File: src/rtl/mul_share_pkg.sv
// Shared types and constants for the multiplier-sharing controller.
package mul_share_pkg;

    localparam int OPW     = 34;
    localparam int PRODW   = 2 * OPW;
    localparam int MUL_LAT = 19;

    typedef enum logic [2:0] {
        IDLE,
        START,
        WAIT,
        CAPT,
        RESP
    } state_t;

    // A lone requester still needs a 1-bit id.
    function automatic int id_width(input int n);
        return (n > 1) ? $clog2(n) : 1;
    endfunction

endpackage

File: src/rtl/mul_share_if.sv
// Requester/consumer side of the shared multiplier: operand offers in, tagged products out.
interface mul_share_if #(
    parameter int NREQ = 4,
    parameter int OPW  = mul_share_pkg::OPW
);
    import mul_share_pkg::*;

    localparam int IDW = id_width(NREQ);

    logic [NREQ-1:0]     req_valid;
    logic [NREQ-1:0]     req_ready;
    logic [NREQ*OPW-1:0] req_a;
    logic [NREQ*OPW-1:0] req_b;
    logic                rsp_valid;
    logic                rsp_ready;
    logic [IDW-1:0]      rsp_id;
    logic [2*OPW-1:0]    rsp_prod;

    modport master (
        output req_valid, req_a, req_b, rsp_ready,
        input  req_ready, rsp_valid, rsp_id, rsp_prod
    );

    modport slave (
        input  req_valid, req_a, req_b, rsp_ready,
        output req_ready, rsp_valid, rsp_id, rsp_prod
    );

endinterface

File: src/rtl/rr_arbiter.sv
// Combinational round-robin pick: first requester after last_grant, wrapping.
module rr_arbiter #(
    parameter int NREQ = 4,
    parameter int IDW  = 2
) (
    input  logic [NREQ-1:0] req,
    input  logic [IDW-1:0]  last_grant,
    input  logic            enable,
    output logic [NREQ-1:0] grant,
    output logic [IDW-1:0]  grant_idx,
    output logic            grant_any
);

    logic [IDW-1:0] pos;

    // The last winner is visited last (k == NREQ), giving it lowest priority.
    always_comb begin
        // NOTE: every variable written here gets a default first, so no path leaves one unassigned and infers a latch.
        grant     = '0;
        grant_idx = '0;
        grant_any = 1'b0;
        pos       = '0;
        for (int k = 1; k <= NREQ; k++) begin
            pos = IDW'((int'(last_grant) + k) % NREQ);
            if (enable && !grant_any && req[pos]) begin
                grant[pos] = 1'b1;
                grant_idx  = pos;
                grant_any  = 1'b1;
            end
        end
    end

endmodule

File: src/rtl/mul_share_ctrl.sv
// Round-robin front end for one serial signed multiplier: accept, start, wait fixed latency,
// capture before the multiplier's free-running counter overwrites it, then hand back with id.
module mul_share_ctrl #(
    parameter int NREQ    = 4,
    parameter int OPW     = mul_share_pkg::OPW,
    parameter int MUL_LAT = mul_share_pkg::MUL_LAT
) (
    input  logic              clk,
    input  logic              rst,
    mul_share_if.slave        bus,
    output logic              busy,
    output logic              mul_start,
    output logic [OPW-1:0]    mul_a,
    output logic [OPW-1:0]    mul_b,
    input  logic [2*OPW-1:0]  mul_s
);
    import mul_share_pkg::*;

    localparam int IDW  = id_width(NREQ);
    localparam int CNTW = $clog2(MUL_LAT);

    state_t           state_q, state_d;
    logic [CNTW-1:0]  cnt;
    logic [IDW-1:0]   last_grant;
    logic [IDW-1:0]   rsp_id_q;
    logic [2*OPW-1:0] rsp_prod_q;

    logic [NREQ-1:0]  grant;
    logic [IDW-1:0]   grant_idx;
    logic             grant_any;

    rr_arbiter #(
        .NREQ (NREQ),
        .IDW  (IDW)
    ) u_arb (
        .req        (bus.req_valid),
        .last_grant (last_grant),
        .enable     (state_q == IDLE),
        .grant      (grant),
        .grant_idx  (grant_idx),
        .grant_any  (grant_any)
    );

    // Reset leaves last_grant at the top index so requester 0 wins first.
    always_ff @(posedge clk) begin
        // NOTE: sequential state uses non-blocking assignments so every register samples pre-edge values.
        if (rst) begin
            state_q    <= IDLE;
            cnt        <= '0;
            last_grant <= IDW'(NREQ - 1);
            mul_a      <= '0;
            mul_b      <= '0;
            rsp_id_q   <= '0;
            rsp_prod_q <= '0;
        end else begin
            state_q <= state_d;
            case (state_q)
                IDLE: if (grant_any) begin
                    mul_a      <= bus.req_a[grant_idx*OPW +: OPW];
                    mul_b      <= bus.req_b[grant_idx*OPW +: OPW];
                    rsp_id_q   <= grant_idx;
                    last_grant <= grant_idx;
                end
                START:   cnt        <= '0;
                WAIT:    cnt        <= cnt + 1'b1;
                CAPT:    rsp_prod_q <= mul_s;
                default: ;
            endcase
        end
    end

    always_comb begin
        state_d       = state_q;
        bus.req_ready = '0;
        bus.rsp_valid = 1'b0;
        busy          = 1'b1;
        mul_start     = 1'b0;
        unique case (state_q)
            IDLE: begin
                busy          = 1'b0;
                bus.req_ready = grant;
                if (grant_any) state_d = START;
            end
            START: begin
                mul_start = 1'b1;
                state_d   = WAIT;
            end
            // Leaving at MUL_LAT-2 puts CAPT exactly on the first valid-product cycle.
            WAIT:    if (cnt == CNTW'(MUL_LAT - 2)) state_d = CAPT;
            CAPT:    state_d = RESP;
            RESP: begin
                bus.rsp_valid = 1'b1;
                if (bus.rsp_ready) state_d = IDLE;
            end
            default: state_d = IDLE;
        endcase
    end

    assign bus.rsp_id   = rsp_id_q;
    assign bus.rsp_prod = rsp_prod_q;

    a_grant_onehot: assert property (@(posedge clk) disable iff (rst) $onehot0(bus.req_ready));
    a_start_pulse:  assert property (@(posedge clk) disable iff (rst) mul_start |=> !mul_start);

endmodule
File: src/flat_wrapper.sv
// flat-port wrapper written by rule: the top's interface ports become plain ports
module mul_share_ctrl_flat import mul_share_pkg::*;
#(
    parameter int NREQ    = 4,
    parameter int OPW     = mul_share_pkg::OPW,
    parameter int MUL_LAT = mul_share_pkg::MUL_LAT
)
  (clk, rst, busy, mul_start, mul_a, mul_b, mul_s, bus_req_valid, bus_req_a, bus_req_b, bus_rsp_ready, bus_req_ready, bus_rsp_valid, bus_rsp_id, bus_rsp_prod);
  mul_share_if #(.NREQ(NREQ), .OPW(OPW)) bus_i ();
  input  logic clk;
  input  logic rst;
  output logic busy;
  output logic mul_start;
  output logic [OPW-1:0] mul_a;
  output logic [OPW-1:0] mul_b;
  input  logic [2*OPW-1:0] mul_s;
  input wire logic [$bits(bus_i.req_valid)-1:0] bus_req_valid;
  input wire logic [$bits(bus_i.req_a)-1:0] bus_req_a;
  input wire logic [$bits(bus_i.req_b)-1:0] bus_req_b;
  input wire logic [$bits(bus_i.rsp_ready)-1:0] bus_rsp_ready;
  output wire logic [$bits(bus_i.req_ready)-1:0] bus_req_ready;
  output wire logic [$bits(bus_i.rsp_valid)-1:0] bus_rsp_valid;
  output wire logic [$bits(bus_i.rsp_id)-1:0] bus_rsp_id;
  output wire logic [$bits(bus_i.rsp_prod)-1:0] bus_rsp_prod;
  assign bus_i.req_valid = bus_req_valid;
  assign bus_i.req_a = bus_req_a;
  assign bus_i.req_b = bus_req_b;
  assign bus_i.rsp_ready = bus_rsp_ready;
  assign bus_req_ready = bus_i.req_ready;
  assign bus_rsp_valid = bus_i.rsp_valid;
  assign bus_rsp_id = bus_i.rsp_id;
  assign bus_rsp_prod = bus_i.rsp_prod;
  mul_share_ctrl #(.NREQ(NREQ), .OPW(OPW), .MUL_LAT(MUL_LAT)) u_core (.clk(clk), .rst(rst), .bus(bus_i), .busy(busy), .mul_start(mul_start), .mul_a(mul_a), .mul_b(mul_b), .mul_s(mul_s));
endmodule
File: config.mk
export PLATFORM = sky130hd
export DESIGN_NAME = mul_share_ctrl_flat
export DESIGN_NICKNAME = d
export VERILOG_FILES = /design/src/rtl/mul_share_pkg.sv /design/src/rtl/mul_share_if.sv /design/src/rtl/rr_arbiter.sv /design/src/rtl/mul_share_ctrl.sv /design/src/flat_wrapper.sv
export SDC_FILE = /design/constraint.sdc
export NUM_CORES = 1
export LEC_CHECK = 0
export CAP_MARGIN = 5
export CORE_AREA = 2 2 194 196
export CTS_CLUSTER_SIZE = 24
export DETAILED_ROUTE_END_ITERATION = 12
export DIE_AREA = 0 0 196 198
export PLACE_DENSITY = 0.57
export SYNTH_ARGS = -nofsm -noshare
export SYNTH_HDL_FRONTEND = slang
export SYNTH_HIERARCHICAL = 1
export SYNTH_SLANG_ARGS = --single-unit
File: constraint.sdc
create_clock -name clk -period 4.8 [get_ports clk]
set_input_delay 0.96 -clock clk [delete_from_list [all_inputs] [get_ports clk]]
set_output_delay 0.96 -clock clk [all_outputs]
set_load 0.1 [all_outputs]
* Word level (Yosys, flattened, before mapping)
Cells that the tools add are included.
** Storage, ports and cells
- Register bits after elaboration :: 148
- Bits of input ports :: 347
- Output and inout bits :: 145
- Logic and storage cells :: 89
** Cells by class
- Add/subtract/negate cells :: 5
- Multipliers :: 1
- Order comparisons :: 8
- Equal/unequal tests :: 8
- Shift operators :: 2
- Multiplexer cells :: 37
- Bitwise logic cells :: 3
- Reduce and logical (&&, ||, !) cells :: 18
** Operator list (count)
- $shiftx 136x9->34 :: 2
- $mux 4 :: 5
- $mux 1 :: 15
- $pmux 3 s5 :: 1
- $lt 2x3->1 const B :: 4
- $or 4x4->4 :: 3
- $logic_and 1x1->1 :: 11
- $pmux 5 s2 :: 1
- $mux 3 :: 3
- $bmux 1 s2 :: 4
- $demux 1 s2 :: 4
- $ge 2x1->1 const B :: 4
- $mux 2 :: 4
- $mul 2x5->7 const B :: 1
- $eq 3x2->1 const B :: 2
- $add 5x1->5 const B :: 1
- $eq 5x5->1 const B :: 1
- $add 2x1->2 const B :: 2
- $add 2x2->2 const B :: 2
- $ne 2x1->1 const B :: 2
- $eq 3x1->1 const B :: 1
- $eq 3x3->1 const B :: 1
- $logic_not 1->1 :: 3
- $logic_not 3->1 :: 1
- other kinds (4) :: 4

* Depth between registers and ports, before layout
Gate-level depths: netlist (run 1).
- Depth after elaboration :: 19
- Gate-level depth with buffers :: 12
- Depth with buffers taken out :: 9

* Modules after synthesis
Netlist (run 1), hierarchy kept.
** Modules (own cells, without submodules)
- mul_share_ctrl :: instances 1, cells an instance 609, area an instance 6650.1 µm², sequential area each 2962.8 µm²
- rr_arbiter :: instances 1, cells an instance 70, area an instance 554.3 µm², sequential area each 0.0 µm²

* Least setup slack after synthesis (run 1)
Ideal clock, no wire load.
- Kind :: reg-to-output
- From :: register u_core.state_q[2]
- To :: output port bus_rsp_valid
- Arrival time :: 2.953 ns
- Data required time :: 3.840 ns
- Slack :: 0.887 ns
- Cell stages (with the launch flop) :: 3
- Path buffers :: 1
- Cells stage by stage :: dfxtp_1 -> buf_2 -> nor3b_1
** Between the ends
- Word-level cells in the longest chain between the ends :: 2
** Ends and longest elaborated chain
- start: declaration :: line mul_share_ctrl.sv:22 : state_t state_q, state_d;
- start signal: assignment :: line mul_share_ctrl.sv:56 : state_q <= state_d;
- $eq 3x3->1 :: line mul_share_ctrl.sv:78 : unique case (state_q)
- $mux 1 :: line mul_share_ctrl.sv:78
- end: declaration :: line flat_wrapper.sv:22 : output wire logic [$bits(bus_i.rsp_valid)-1:0] bus_rsp_valid;
Every way passes these cells.

* Final worst setup path (run 1)
- From :: register u_core.last_grant[1]
- To :: output port bus_req_ready[2]
** Between the ends
- Word-level cells in the longest chain between the ends :: 18
- Elaborated cells on any way between the ends :: 53
- Classes of those cells :: 4 x add/sub; 8 x order compare; 24 x mux; 3 x bitwise; 14 x reduce/logical
** Ends and longest elaborated chain
- start: declaration :: line mul_share_ctrl.sv:24 : logic [IDW-1:0] last_grant;
- start signal: assignment :: line mul_share_ctrl.sv:50 : last_grant <= IDW'(NREQ - 1);
- start signal: assignment :: line mul_share_ctrl.sv:62 : last_grant <= grant_idx;
- branches (longest 16 deep; another with $lt 2x3->1)
- $mux 4 (*) :: line rr_arbiter.sv:25 : if (enable && !grant_any && req[pos]) begin
- named net u_core.grant[2] :: line mul_share_ctrl.sv:28 : logic [NREQ-1:0] grant;
- $mux 4 (*) :: line mul_share_ctrl.sv:78
- end: declaration :: line flat_wrapper.sv:21 : output wire logic [$bits(bus_i.req_ready)-1:0] bus_req_ready;
Mark *: on every way through the listed nets, which the timed path passes. The select of a mux whose other input is x is not followed.

==> results of run 1 <==
-- power breakdown --
| group | leakage, nW | total, mW | switching (mW) | internal [mW] |
|---|---|---|---|---|
| clock network | 0.280 | 1.40 | 0.612 | 0.789 |
| registers | 1.21 | 1.65 | 0.177 | 1.47 |
| logic | 3.15 | 5.31 | 3.20 | 2.11 |
-- stage by stage --
stage | utilization, % | hold slack [ns] | std cells | instance area [um2]
final | 35.84 | 0.4526 | 1632 | 13240
after global routing | 35.84 | 0.4686 | 1632 | 13240
after CTS | 35.84 | 0.4571 | 1632 | 13240
after detailed placement | 34.24 | 0.4472 | 1600 | 12650
after global placement | 34.24 | 0.4407 | 1600 | 12650
after floorplan | - | 0.4736 | 679 | 7204
-- worst min-delay path: cells and delay by family (launching register included) --
kind / cells / cell delay, ns
flops: 1 / 0.31
simple gates: 1 / 0.05
compound gates: 1 / 0.05
-- cell type report --
type                       instances  area [um2]
timing repair buffer             509        5147
fill                            3758       23710
inverter                          10       37.54
clock inverter                    12       142.6
multi-input combinational        459        3914
sequential                       148        2963
tap                              474       593.1
clock buffer                      20       446.7
-- flip-flops by register name (all words and copies together), names as in the netlist --
register / count
u_core/bus.rsp_id: 2
u_core/bus.rsp_prod: 68
u_core/mul_a: 34
u_core/cnt: 5
u_core/mul_b: 34
u_core/last_grant: 2
u_core/state_q: 3
-- layer usage --
| layer | track usage [%] | vias up | share of wire, % |
|---|---|---|---|
| met5 | 0 | - | 0.17 |
| met1 | 20.29 | 3417 | 42 |
| li1 | - | 3437 | - |
| met3 | 6.030 | 38 | 9.1 |
| met4 | 4.882 | 8 | 1.7 |
| met2 | 25.64 | 304 | 47 |
-- worst max-delay path by stage --
stage          slack [ns]                               from  cells after the start                           end
3_5_place_dp         0.73                   bus_req_valid[0]                      8  u_core/mul_a[0]$_SDFFE_PP0P_
3_3_place_gp         0.77                   bus_req_valid[0]                      8  u_core/mul_a[0]$_SDFFE_PP0P_
4_1_cts              0.51  u_core/last_grant[1]$_SDFFE_PP1P_                      8              bus_req_ready[1]
5_1_grt              0.25  u_core/last_grant[1]$_SDFFE_PP1P_                      8              bus_req_ready[3]
6_report             0.54  u_core/last_grant[1]$_SDFFE_PP1P_                      8              bus_req_ready[2]
2_1_floorplan        0.89     u_core/state_q[2]$_SDFFE_PP0P_                      2                 bus_rsp_valid
-- cell usage in the layout, fill, tap and decap left out, types with 2 or more instances in the layout --
cell / n
buf_12: 9
dfxtp_1: 148
o211ai_1: 2
clkinvlp_4: 3
inv_6: 3
o21bai_1: 2
a21oi_1: 79
o21ai_0: 4
inv_1: 9
ha_1: 10
nor3b_1: 5
mux2i_1: 8
o21a_1: 4
clkbuf_16: 17
o2bb2ai_1: 4
nand2b_1: 2
mux2_2: 2
or3_1: 2
and2_1: 5
buf_4: 13
nor3_1: 2
nand2_1: 162
nor2_1: 2
a22o_1: 68
clkinv_4: 2
clkdlybuf4s50_1: 486
nor2b_1: 3
a22oi_1: 2
bufinv_16: 2
mux4_2: 71
clkbuf_1: 2
-- cell families after synthesis --
logic type	synth area share, %
buffers and inverters	4.984
adder cells (fa/ha/maj)	1.737
AND/OR/NAND/NOR	11.88
XOR/XNOR	0.1216
multiplexers	23.93
flip-flops	41.13
AO/OA/AOI/OAI	16.22
==> results.md, run 1 <==
* Vias in the first global route at 7320
* RSZ-0062 raised after global routing: no
* Clk root buf: clkbuf_16
* Vias/cell at 4.414
* Data arrival, critical path at 3.30 ns
* TritonRoute pass-1 iters at 4
* Overall Power at 8.362 mW
* Final ANT Viol Nets at 0
* Final worst-path cycle share at 88.77%
* Global-route wire length before repair at 46.13 mm
* Post-synth top cells: nand2_1 (162), dfxtp_1 (148), a21oi_1 (80)
* N_diodes at 0
* Hold path depth at 2
* Final Worst Setup Slack at 0.5393 ns
* Mapped Nets at 1036
* Via count at 7204
* DRC violations left at 0
* Area grow syn2layout at 83.83%
* Clock Tree Buf Depth at 2
* Unique masters post-synth at 46
* Die area at 0.03881 mm2
* Worst-Margin Slew at 1.102 ns
* PostCTS Resize Cnt at 0
* Routability cong. at 0.7958
* Clock transition at the registers of the reported paths at 0.06 ns
* Register bit total from synthesis at 148
* Max Cap Violations at 0
* Mean Syn Cell Area at 10.61 um2
* Die Wd at 196 um
* Die Ht at 198 um
* Postcts setup bufs at 0
* R2r setup slk at 1.08 ns
* Slew Limit Fails at 0
* Layout net count at 1502
* Later-pin clock latency in the skew report at 0.44 ns
* Fin. Hold Viols at 0
* R2R depth at 9
* Clock sinks at 148
* Core area at 0.03696 mm2
* Cell Pwr Density at 631.4 mW/mm2
* Critical path fanouts, max at 13
* HP Start: u_core/bus.rsp_prod[50]$_SDFFE_PP0P_
* Synth area leader: dfxtp_1
* CP startpoint kind: register
* IO Count at 492
* CTS buffer count at 17
* Worst r2r src: u_core/last_grant[1]$_SDFFE_PP1P_
* Slew headroom at 26.32%
* Buffers & Inverters on Critical Path at 2
* Worst hold endpoint: u_core/bus.rsp_prod[50]$_SDFFE_PP0P_
* Async SR Flop Fraction at 0%
* Layout cell share with drive strength beyond 1 at 11.57%
* H-tree levels at 4
* Top cell type's share of synthesized area at 41.13%
* Status: finished clean
* Setup TNS at 0 ns
* Crit Path Class: register to primary output
* DP Wirelength at 25.14 mm
* Synth area leaders: dfxtp_1 (41%), mux4_2 (22%), nand2_1 (8.4%)
* Synthesized area at 0.007204 mm2
* CP endpoint kind: primary output
* Min cycle time layout at 4.261 ns
* Post-synth EDFFs at 0
* Min-Delay Path Class: register to register
* Reg2reg end: u_core/mul_a[0]$_SDFFE_PP0P_
* Total of warnings raised by yosys at 6
* Place WS at 0.7281 ns
* Slowest stage delay, CP at 0.66 ns
* Leak Pwr at 4.639 nW
* Count leader, synth: nand2_1
* Routed WL at 32.24 mm
* Largest net degree at the start of global routing at 73
* Clk_skew at 0.01328 ns
* Initial detailed-routing violation count at 315
* Worst-path cell chain: inv_1 > ha_1 > mux2_2 > nor3b_1 > o21ai_1 > o2bb2ai_1 > and2_1 > buf_4
* Register area share after synthesis at 41.13%
* CP delay by family, top: flip-flops
* Cell count after synthesis at 679
* Setup-failing EPs final at 0
* CP required at 3.84 ns
* Avg WL per Cell at 19.76 um
* CTS tree: done
* IO buf count at 491
* GR Overflow Total at 0
* Initial antenna violation count at 8
* Ys flop type: dfxtp_1
* GRT Total Usage at 16.11%
* Std-Cell Rows at 71
* Slowest CP cell: dfxtp_1
* Max Clk Rate at 0.2347 GHz
* Starting Density at 19.49%
* Hold_buf cts at 0
* Peak supply drop at 0.2447 mV
No activity file was read; power rests on OpenSTA's default activity.
==> run 2, diff against run 1 <==
--- a/config.mk
+++ b/config.mk
@@ -6,12 +6,11 @@
 export NUM_CORES = 1
 export LEC_CHECK = 0
 export CAP_MARGIN = 5
-export CORE_AREA = 2 2 194 196
+export CORE_AREA = 2 2 191 193
 export CTS_CLUSTER_SIZE = 24
 export DETAILED_ROUTE_END_ITERATION = 12
-export DIE_AREA = 0 0 196 198
-export PLACE_DENSITY = 0.57
+export DIE_AREA = 0 0 193 195
+export PLACE_DENSITY = 0.62
 export SYNTH_ARGS = -nofsm -noshare
 export SYNTH_HDL_FRONTEND = slang
-export SYNTH_HIERARCHICAL = 1
 export SYNTH_SLANG_ARGS = --single-unit
==> results.md, run 2 <==
* M3 GR Usage at 4.385% (was 6.030%)
* Register area share after synthesis at 34.76% (was 41.13%)
* IO buf count at 491 (unchanged)
* Synth area leaders: dfxtp_1 (35%), mux2i_1 (17%), nor4b_1 (14%) (was dfxtp_1 (41%), mux4_2 (22%), nand2_1 (8.4%))
* Register bit total from synthesis at 148 (unchanged)
* GRT Total Usage at 18.02% (was 16.11%)
* Global-route met2 utilization at 30.27% (was 25.64%)
* Die area at 0.03764 mm2 (was 0.03881 mm2)
* Min cycle time layout at 4.132 ns (was 4.261 ns)
* Count leader, synth: nand2_1 (unchanged)
* Hold_buf cts at 0 (unchanged)
* Clock Tree Buf Depth at 2 (unchanged)
* R2R depth at 10 (was 9)
* Area occupied by multi-input gates at 0.004990 mm2 (was 0.003914 mm2)
* Later-pin clock latency in the skew report at 0.45 ns (was 0.44 ns)
* Mapped Nets at 1326 (was 1036)
* Max Clk Rate at 0.2420 GHz (was 0.2347 GHz)
* DRC violations left at 0 (unchanged)
* CP required at 3.84 ns (about the same)
* Cell Pwr Density at 643.8 mW/mm2 (was 631.4 mW/mm2)
* Area grow syn2layout at 68.32% (was 83.83%)
* Initial antenna violation count at 4 (was 8)
* Clk root buf: clkbuf_16 (unchanged)
* Core area at 0.03540 mm2 (was 0.03696 mm2)
* Leak Pwr at 5.392 nW (was 4.639 nW)
* Setup-failing EPs final at 0 (unchanged)
* IO Count at 492 (unchanged)
* Max Cap Violations at 0 (unchanged)
* Layout cell share with drive strength beyond 1 at 5.670% (was 11.57%)
* Cell count after synthesis at 969 (was 679)
* Ys flop type: dfxtp_1 (unchanged)
* Peak supply drop at 0.7123 mV (was 0.2447 mV)
* Data arrival, critical path at 3.17 ns (was 3.30 ns)
* Final worst-path cycle share at 86.08% (was 88.77%)
* PostCTS Resize Cnt at 0 (unchanged)
* DP Wirelength at 25.97 mm (was 25.14 mm)
* H-tree levels at 4 (unchanged)
* CTS tree: done (unchanged)
* Clock transition at the registers of the reported paths at 0.07 ns (was 0.06 ns)
* Die Wd at 193 um (was 196 um)
* Global-route wire length before repair at 51.82 mm (was 46.13 mm)
* Post-synth EDFFs at 0 (unchanged)
* CP startpoint kind: register (unchanged)
* Post-synth top cells: nand2_1 (214), dfxtp_1 (148), mux2i_1 (141) (was nand2_1 (162), dfxtp_1 (148), a21oi_1 (80))
* Top cell type's share of synthesized area at 34.76% (was 41.13%)
* Synth area leader: dfxtp_1 (unchanged)
* Fin. Hold Viols at 0 (unchanged)
* Fillcell total at 3556 (was 3758)
* RSZ-0062 raised after global routing: no (unchanged)
* Vias in the first global route at 8729 (was 7320)
* Std-Cell Rows at 69 (was 71)
* Clock sinks at 148 (unchanged)
* Total of warnings raised by yosys at 0 (was 6)
* Gr busiest metal: met2 (unchanged)
* Synthesized area at 0.008523 mm2 (was 0.007204 mm2)
* Starting Density at 24.08% (was 19.49%)
* Slew Limit Fails at 0 (unchanged)
* Overall Power at 9.236 mW (was 8.362 mW)
* Final Worst Setup Slack at 0.6681 ns (was 0.5393 ns)
* Final ANT Viol Nets at 0 (unchanged)
* Met1 usage at 22.42% (was 20.29%)
* Largest register FFs at 68 (unchanged)
* Clk_skew at 0.008769 ns (was 0.01328 ns)
* TritonRoute pass-1 iters at 7 (was 4)
* CTS buffer count at 17 (unchanged)
* Vias/cell at 4.806 (was 4.414)
* Postcts setup bufs at 0 (unchanged)
* Routed WL at 35.56 mm (was 32.24 mm)
* Mean Syn Cell Area at 8.796 um2 (was 10.61 um2)
* CP endpoint kind: primary output (unchanged)
* Async SR Flop Fraction at 0% (unchanged)
* Die Ht at 195 um (was 198 um)
* Register Area at 0.002963 mm2 (unchanged)
* Place WS at 0.7179 ns (was 0.7281 ns)
* Crit Path Class: register to primary output (unchanged)
* Layout net count at 1755 (was 1502)
* Commonest cells after routing, fill and taps aside: clkdlybuf4s50_1 (484), nand2_1 (214), dfxtp_1 (148) (was clkdlybuf4s50_1 (486), nand2_1 (162), dfxtp_1 (148))
* Min-Delay Path Class: register to register (unchanged)
* Status: finished clean (unchanged)
* Setup TNS at 0 ns (unchanged)
* Commonest non-fill, non-tap cell in the layout: clkdlybuf4s50_1 (unchanged)
* Worst-Margin Slew at 1.078 ns (was 1.102 ns)
* GR Overflow Total at 0 (unchanged)
* Critical path fanouts, max at 10 (was 13)
* Unique masters post-synth at 48 (was 46)
* Largest net degree at the start of global routing at 137 (was 73)
* Slew headroom at 27.92% (was 26.32%)
* Hold path depth at 2 (unchanged)
* Routability cong. at 0.8512 (was 0.7958)
* Avg WL per Cell at 18.98 um (was 19.76 um)
* Initial detailed-routing violation count at 496 (was 315)
* Via count at 9007 (was 7204)
-- run 2: power breakdown --
group | switching, mW | total [mW] | internal, mW
Combinational | 4.10 | 6.12 | 2.02
Sequential | 0.168 | 1.66 | 1.50
Clock | 0.659 | 1.45 | 0.793
Total | 4.92 | 9.24 | 4.31
-- run 2: logic make-up after synthesis --
group	count (synthesis)	synth area share, %
XOR/XNOR	1	0.1028
buffers and inverters	112	7.179
multiplexers	147	18.01
flip-flops	148	34.76
adder cells (fa/ha/maj)	10	1.468
AO/OA/AOI/OAI	166	12.39
AND/OR/NAND/NOR	385	26.09
-- run 2: critical path: stages (launching register included) --
cell and delay [ns]:
dfxtp_1 0.59, inv_1 0.17, ha_1 0.45, mux4_2 0.47, nor3b_1 0.48, a22oi_1 0.15
nand3_1 0.12, buf_4 0.29
-- run 2: layout make-up --
| cell class | instances | share of cell area [%] |
|---|---|---|
| Timing Repair Buffer | 514 | 36.02 |
| Multi-Input combinational cell | 709 | 34.78 |
| Sequential cell | 148 | 20.65 |
| Tap cell | 461 | 4.021 |
| Clock buffer | 17 | 2.965 |
| Clock inverter | 15 | 1.317 |
| Inverter | 8 | 0.2093 |
| Antenna cell | 2 | 0.03489 |
-- run 2: worst paths after layout --
check / start / end / slack, ns
setup reg to reg: u_core.last_grant[1]$_SDFFE_PP1P_ / u_core.mul_b[9]$_SDFFE_PP0P_ / 1.04
setup / recovery: u_core.last_grant[1]$_SDFFE_PP1P_ / bus_req_ready[2] / 0.67
hold / removal: u_core.bus.rsp_prod[21]$_SDFFE_PP0P_ / u_core.bus.rsp_prod[21]$_SDFFE_PP0P_ / 0.45
hold reg to reg: u_core.bus.rsp_prod[21]$_SDFFE_PP0P_ / u_core.bus.rsp_prod[21]$_SDFFE_PP0P_ / 0.45
-- run 2: routing by layer --
| metal | part of all wire (%) | wire [um] | up-vias |
|---|---|---|---|
| met5 | 0 | 0 | - |
| met2 | 50 | 17640 | 331 |
| li1 | - | - | 4392 |
| met3 | 6.8 | 2401 | 33 |
| met1 | 42 | 14800 | 4251 |
| met4 | 2.0 | 712 | 0 |
-- run 2: through the flow --
stage	area (um2)	utilization (%)	std cells	hold slack, ns
finish	14350	40.53	1874	0.4540
global route	14350	40.53	1874	0.4726
CTS	14340	40.52	1872	0.4556
detailed placement	13730	38.78	1840	0.4458
global placement	13730	38.78	1840	0.4418
floorplan	8523	-	969	0.4850
